### src/rtl/imem_arbiter.sv
// imem_arbiter: round-robin arbiter that shares one main-memory port between
// the icache refill path and the dcache refill/writeback path.
// One transaction per requester at a time. Every output is registered.
// Optional build macro IMEM_ARB_TIMEOUT_EN adds a WAIT-state watchdog that
// completes a stuck transaction with an error flag after TIMEOUT_CYCLES.
module imem_arbiter #(
  parameter int unsigned ADDR_W         = 20,
  parameter int unsigned DATA_W         = 128,
  parameter int unsigned TIMEOUT_CYCLES = 255
) (
  input  logic              clk,
  input  logic              rst,
  // icache refill port
  input  logic              ic_req,
  input  logic [ADDR_W-1:0] ic_addr,
  output logic              ic_ready,
  output logic [DATA_W-1:0] ic_rdata,
  output logic              ic_err,
  // dcache refill / writeback port
  input  logic              dc_req,
  input  logic              dc_we,
  input  logic [ADDR_W-1:0] dc_addr,
  input  logic [DATA_W-1:0] dc_wdata,
  output logic              dc_ready,
  output logic [DATA_W-1:0] dc_rdata,
  output logic              dc_err,
  // shared memory port
  output logic              mem_req,
  output logic              mem_we,
  output logic [ADDR_W-1:0] mem_addr,
  output logic [DATA_W-1:0] mem_wdata,
  input  logic              mem_ack,
  input  logic [DATA_W-1:0] mem_rdata
);

  typedef enum logic [1:0] {IDLE, WAIT, RESP} state_e;
  typedef enum logic {REQ_IC = 1'b0, REQ_DC = 1'b1} req_id_e;

  state_e            state_q, state_d;
  req_id_e           winner_q, winner_d;
  req_id_e           rr_last_q, rr_last_d;
  req_id_e           grant;
  logic              mem_req_q, mem_req_d;
  logic              mem_we_q, mem_we_d;
  logic [ADDR_W-1:0] mem_addr_q, mem_addr_d;
  logic [DATA_W-1:0] mem_wdata_q, mem_wdata_d;
  logic              ic_ready_q, ic_ready_d;
  logic              dc_ready_q, dc_ready_d;
  logic [DATA_W-1:0] ic_rdata_q, ic_rdata_d;
  logic [DATA_W-1:0] dc_rdata_q, dc_rdata_d;

`ifdef IMEM_ARB_TIMEOUT_EN
  // The watchdog fires on the WAIT cycle whose count would reach the limit.
  localparam logic [7:0] WDOG_LAST = 8'(TIMEOUT_CYCLES - 1);
  logic [7:0] wdog_q, wdog_d;
  logic       ic_err_q, ic_err_d;
  logic       dc_err_q, dc_err_d;
`else
  logic unused_timeout;
  assign unused_timeout = (TIMEOUT_CYCLES != 0);
`endif

  // Round-robin pick: a lone requester wins, a tie goes to whoever did not win last.
  always_comb begin
    if (ic_req && dc_req) grant = (rr_last_q == REQ_DC) ? REQ_IC : REQ_DC;
    else if (ic_req)      grant = REQ_IC;
    else                  grant = REQ_DC;
  end

  // Next-state and registered-output logic of the IDLE/WAIT/RESP handshake.
  always_comb begin
    // NOTE: every target gets a default first so no path can infer a latch.
    state_d     = state_q;
    winner_d    = winner_q;
    rr_last_d   = rr_last_q;
    mem_req_d   = mem_req_q;
    mem_we_d    = mem_we_q;
    mem_addr_d  = mem_addr_q;
    mem_wdata_d = mem_wdata_q;
    ic_rdata_d  = ic_rdata_q;
    dc_rdata_d  = dc_rdata_q;
    ic_ready_d  = 1'b0;
    dc_ready_d  = 1'b0;
`ifdef IMEM_ARB_TIMEOUT_EN
    wdog_d      = wdog_q;
    ic_err_d    = 1'b0;
    dc_err_d    = 1'b0;
`endif

    unique case (state_q)
      IDLE: begin
        if (ic_req || dc_req) begin
          winner_d  = grant;
          mem_req_d = 1'b1;
          state_d   = WAIT;
`ifdef IMEM_ARB_TIMEOUT_EN
          wdog_d    = 8'd0;
`endif
          if (grant == REQ_DC) begin
            mem_we_d    = dc_we;
            mem_addr_d  = dc_addr;
            mem_wdata_d = dc_wdata;
          end else begin
            mem_we_d    = 1'b0;
            mem_addr_d  = ic_addr;
            mem_wdata_d = '0;
          end
        end
      end

      WAIT: begin
        if (mem_ack) begin
          mem_req_d = 1'b0;
          rr_last_d = winner_q;
          state_d   = RESP;
          if (winner_q == REQ_DC) begin
            dc_ready_d = 1'b1;
            if (!mem_we_q) dc_rdata_d = mem_rdata;
          end else begin
            ic_ready_d = 1'b1;
            ic_rdata_d = mem_rdata;
          end
        end
`ifdef IMEM_ARB_TIMEOUT_EN
        else if (wdog_q == WDOG_LAST) begin
          // Abandon the access: complete with err, rdata left untouched.
          mem_req_d = 1'b0;
          rr_last_d = winner_q;
          state_d   = RESP;
          if (winner_q == REQ_DC) begin
            dc_ready_d = 1'b1;
            dc_err_d   = 1'b1;
          end else begin
            ic_ready_d = 1'b1;
            ic_err_d   = 1'b1;
          end
        end else begin
          wdog_d = wdog_q + 8'd1;
        end
`endif
      end

      RESP: begin
        // Requests are not sampled here; this also keeps mem_req low for a cycle.
        state_d = IDLE;
      end

      default: state_d = IDLE;
    endcase
  end

  // State and output registers, cleared asynchronously by rst.
  always_ff @(posedge clk or negedge rst) begin
    if (!rst) begin
      state_q     <= IDLE;
      winner_q    <= REQ_IC;
      rr_last_q   <= REQ_DC;
      mem_req_q   <= 1'b0;
      mem_we_q    <= 1'b0;
      mem_addr_q  <= '0;
      mem_wdata_q <= '0;
      ic_ready_q  <= 1'b0;
      dc_ready_q  <= 1'b0;
      ic_rdata_q  <= '0;
      dc_rdata_q  <= '0;
    end else begin
      // NOTE: non-blocking assignments so every flop samples pre-edge values.
      state_q     <= state_d;
      winner_q    <= winner_d;
      rr_last_q   <= rr_last_d;
      mem_req_q   <= mem_req_d;
      mem_we_q    <= mem_we_d;
      mem_addr_q  <= mem_addr_d;
      mem_wdata_q <= mem_wdata_d;
      ic_ready_q  <= ic_ready_d;
      dc_ready_q  <= dc_ready_d;
      ic_rdata_q  <= ic_rdata_d;
      dc_rdata_q  <= dc_rdata_d;
    end
  end

`ifdef IMEM_ARB_TIMEOUT_EN
  // Watchdog counter and error flags.
  always_ff @(posedge clk or negedge rst) begin
    if (!rst) begin
      wdog_q   <= 8'd0;
      ic_err_q <= 1'b0;
      dc_err_q <= 1'b0;
    end else begin
      wdog_q   <= wdog_d;
      ic_err_q <= ic_err_d;
      dc_err_q <= dc_err_d;
    end
  end

  assign ic_err = ic_err_q;
  assign dc_err = dc_err_q;
`else
  assign ic_err = 1'b0;
  assign dc_err = 1'b0;
`endif

  assign ic_ready  = ic_ready_q;
  assign ic_rdata  = ic_rdata_q;
  assign dc_ready  = dc_ready_q;
  assign dc_rdata  = dc_rdata_q;
  assign mem_req   = mem_req_q;
  assign mem_we    = mem_we_q;
  assign mem_addr  = mem_addr_q;
  assign mem_wdata = mem_wdata_q;

endmodule

### config.mk
export PLATFORM = sky130hd
export DESIGN_NAME = imem_arbiter
export DESIGN_NICKNAME = d
export VERILOG_FILES = /design/src/rtl/imem_arbiter.sv
export SDC_FILE = /design/constraint.sdc
export NUM_CORES = 1
export LEC_CHECK = 0
export BUFFER_PORTS_ARGS = -buffer_cell sky130_fd_sc_hd__buf_2
export CORE_AREA = 5 5 273 275
export DETAILED_ROUTE_END_ITERATION = 6
export DIE_AREA = 0 0 278 280
export PLACE_DENSITY = 0.47
export SYNTH_ARGS = -nofsm -noshare
export SYNTH_HDL_FRONTEND = slang
export SYNTH_SLANG_ARGS = --single-unit
### constraint.sdc
create_clock -name clk -period 3.85 [get_ports clk]
set_input_delay 0.77 -clock clk [delete_from_list [all_inputs] [get_ports clk]]
set_output_delay 0.77 -clock clk [all_outputs]
set_load 0.02 [all_outputs]
Word-level counts from Yosys, hierarchy flattened
Index checks and enable logic that the tools add are counted.
{"block": "op_classes", "eq_ne": 3, "mux": 18, "n_bitwise": 2, "n_reduce_logical": 10}
{"cell": "two-way mux 128 bit", "n": 1}
{"cell": "two-way mux 20 bit", "n": 1}
{"cell": "two-way mux 1 bit", "n": 12}
{"cell": "AND reduction 2 bit", "n": 3}
{"cell": "AND reduction 3 bit", "n": 2}
{"cell": "two-way mux 2 bit", "n": 2}
{"cell": "inequality test 2 bit, second input constant", "n": 2}
{"cell": "case mux 2 bit (2 select lines)", "n": 1}
{"cell": "AND reduction 4 bit", "n": 1}
{"cell": "equality test 2 x 1 -> 1 bit, second input constant", "n": 1}
{"cell": "logical NOT 2 bit", "n": 1}
{"cell": "inverter 1 bit", "n": 2}
{"cell": "case mux 1 bit (2 select lines)", "n": 1}
{"cell": "nonzero test 2 bit", "n": 1}
{"cell": "logical AND 1 bit", "n": 1}
{"cell": "logical OR 1 bit", "n": 1}
{"block": "totals", "reg_bits": 412, "inputBits": 302, "out_inout_bits": 410, "elab_cells": 44}

Longest topological paths before layout
{"block": "depth", "ltp_word": 3, "depth_mapped": 6, "ltp_nobuf": 4}

Least setup slack after synthesis
No wires, ideal clock.
{"block": "synth_timing", "path_kind": "input to register", "from": "input mem_ack", "to": "register dc_rdata_q[100], in the netlist dc_rdata[100]", "setup_ns": 0.125, "arrival_ns": 1.747, "required_time_ns": 3.725, "setup_slack_ns": 1.978, "cell_stages": 5, "n_path_buf": 2, "path_cell_list": "nand3b_4 nor3b_4 buf_12 buf_12 mux2_4"}
{"block": "synth_via", "elab_chain_cells": 1}
{"item": "start, declared", "line": "32", "rtl": "input logic mem_ack,"}
{"item": "AND reduction 4 bit (no source line)"}
{"item": "end signal, assigned", "line": "178", "rtl": "dc_rdata_q <= dc_rdata_d;"}
{"item": "end, declared", "line": "50", "rtl": "logic [DATA_W-1:0] dc_rdata_q, dc_rdata_d;"}
No other way between the ends.
A chain may end at the register's enable or synchronous reset.

Worst setup path in the final report
{"block": "layout_timing", "from": "register state_q[1]", "to": "register ic_rdata_q[103], in the netlist ic_rdata[103]"}
{"block": "layout_via", "elab_chain_cells": 2}
{"item": "start, declared", "line": "39", "rtl": "state_e state_q, state_d;"}
{"item": "start signal, assigned", "line": "168", "rtl": "state_q <= state_d;"}
{"item": "equality test 2 x 1 -> 1 bit", "line": "90", "rtl": "unique case (state_q)"}
{"item": "AND reduction 3 bit (no source line)"}
{"item": "end signal, assigned", "line": "177", "rtl": "ic_rdata_q <= ic_rdata_d;"}
{"item": "end, declared", "line": "49", "rtl": "logic [DATA_W-1:0] ic_rdata_q, ic_rdata_d;"}
No other way between the ends.

==> summary.txt <==
Startpoint Class - register
vias in the first global route - 12.1k
Crit path buffers/inverters - 1
Comb pwr share - 0.440
initial core utilization - 0.220
core footprint - 72100 um^2
post-CTS setup buffers - 0
DRC Markers - 0
final wirelength - 51900 um
post-DP HPWL - 38800 um
sequential fraction of the synthesis area - 0.651
internal power - 0.0130 W
final core occ - 0.304
number of synthesized register bits - 412
cell family with most CP delay - simple AND/OR/NAND/NOR gates
Slew Viols, Final - 0
IO Port Bufs - 709
status - finished, final reports clean
GRT Overall Usage - 0.126
CP required - 4280 ps
Synth Flop Type - dfrtp_1
kind of critical path - reg -> reg
Final min period - 2170 ps
Post-synth EDFFs - 0
CTS tree - yes
critical path arrival - 2590 ps
Post-DRT Antenna Nets - 0
CP cell instances - nand3b_4 -> nor2_4 -> buf_4 -> mux2_2
RSZ-0062 raised after global routing - false
Final #Nets - 1995
Filler Cell Count - 7381
TNS Setup - 0 ps
commonest non-fill, non-tap cell in the layout - buf_2
row count - 99
CTS sink cnt - 412
number of buffers created by CTS - 45
initial antenna violation count - 6
Clock Pin Slew Worst Setup and Hold Paths - 60 ps
first-pass GRT wire length - 77000 um
Max-cap violations - 0
Clock power frac - 0.199
Synth area leaders - dfrtp_1, mux2_2, mux2_4
most frequent cells in the layout - buf_2, dfrtp_1, mux2_2
DR WL/cell - 19.3 um
Final setup viols - 0
max incr delay on CP - 670 ps
cts repair resizes - 0
Syn Std Cell Area - 15800 um^2
synthesized area per cell - 16.3 um^2
CP max-delay cell - nor2_4
Tightest Pin Transition - 1200 ps
placed cell areas - 20500 um^2
Via-to-Cell Ratio - 4.14
area leader, netlist - dfrtp_1
RD Place Congestion - 0.815
Hold WC Path Type - in -> async
CP max FO - 19
die area - 77800 um^2
crit end category - register
Reg power frac - 0.361
drt first pass iters - 4
leakage power - 10.9 nW
fmax - 0.462 GHz
Hold Fails Final Rpt - 0
design area - 21900 um^2
Die Wd - 278 um
routed vias - 11.1k
Sw Share - 0.394
Area Growth Syn to Fin - 38.4%
CTS Root Cell - clkbuf_16
total grt overflow - 0
H-tree depth - 2
layout cells sized above 1 - 0.618
distinct cell type count after synthesis - 30
YS warnings - 0
VDD IR max - 434 uV
IO Pins - 712
Gate Count Post-Synth - 973
worst skew pair latency - 560 ps
clock skew - 9.62 ps
Final Cycle Share - 0.563
Async S/R FF share, synth - 1.00
worst hold margin - 248 ps
largest net degree at the start of global routing - 95
Max-slew headroom - 0.196
switching power - 0.00842 W
hold buffers post-CTS - 0
Max clock buf depth - 3
top-area cell type share of the netlist area - 0.650
DR iter-0 viols - 368
Die Y - 280 um
PD cells - 975 nW/um^2
-- routing by layer --
layer,vias to the layer above,track usage,share of wire
met2,490,0.226,0.51
met4,0,0.0363,0.024
met1,5566,0.145,0.38
met3,70,0.0390,0.080
li1,4986,-,-
met5,-,0,0
-- path summary, 6_finish.rpt --
path                                from        endpoint  slack (ps)  cells past startpoint
min                                  rst    ic_rdata[60]         250                      1
max                           state_q[1]   ic_rdata[103]        1680                      4
min in group clk           dc_wdata[116]  mem_wdata[116]         430                      2
min reg2reg                      mem_req         mem_req         480                      2
max in group asynchronous            rst       rr_last_q        2660                      2
max reg2reg                   state_q[1]   ic_rdata[103]        1680                      4
-- cell families (layout without fill, tap and decap cells) --
kind of cell           after synthesis  after routing  share of synthesized area
flip-flops                         412            412                      0.651
AO/OA/AOI/OAI                      191            191                     0.0927
buffers and inverters               76            825                     0.0361
multiplexers                       256            256                      0.206
other                                1              6                   0.000237
AND/OR/NAND/NOR                     37             37                     0.0138
-- power groups by stage --
stage | Clock [W] | Sequential (W) | Combinational (W)
floorplan | 0 | 0.0103 | 0.00334
global placement | 0 | 0.00777 | 0.00948
detailed placement | 0 | 0.00775 | 0.00961
CTS | 0.00441 | 0.00776 | 0.00958
global route | 0.00458 | 0.00801 | 0.00999
finish | 0.00425 | 0.00773 | 0.00940
-- sequential cells by signal (all words and copies together) (netlist names) --
register,count
dc_ready,1
state_q,2
winner_q,1
ic_ready,1
mem_req,1
dc_rdata,128
ic_rdata,128
rr_last_q,1
mem_wdata,128
mem_addr,20
mem_we,1
-- metrics by stage --
stage	setup slack [ps]	total power, W	std cells
floorplan	1980	0.0136	974
global placement	1220	0.0172	2605
detailed placement	1120	0.0174	2605
CTS	1510	0.0218	2682
global route	1520	0.0226	2686
finish	1680	0.0214	2686
-- Yosys cell counts, drive strengths merged, types with 2 or more instances --
| library cell | instances |
|---|---|
| and2 | 2 |
| clkbuf | 19 |
| inv | 2 |
| a31oi | 20 |
| nand2 | 4 |
| a21oi | 20 |
| nor2 | 4 |
| a22o | 129 |
| o21ai | 21 |
| mux2 | 256 |
| buf | 55 |
| dfrtp | 411 |
| nand3 | 20 |
-- final cells by class --
| cell class | count | area [um^2] | area share |
|---|---|---|---|
| Timing Repair Buffer | 746 | 3970 | 0.181 |
| Multi-Input combinational cell | 486 | 4970 | 0.227 |
| Clock buffer | 68 | 1350 | 0.0614 |
| Sequential cell | 412 | 10300 | 0.470 |
| Clock inverter | 9 | 101 | 0.00462 |
| Tap cell | 959 | 1200 | 0.0547 |
| Antenna cell | 4 | 10.0 | 0.000457 |
| Inverter | 2 | 7.51 | 0.000343 |
(Power assumes the default switching activity.)
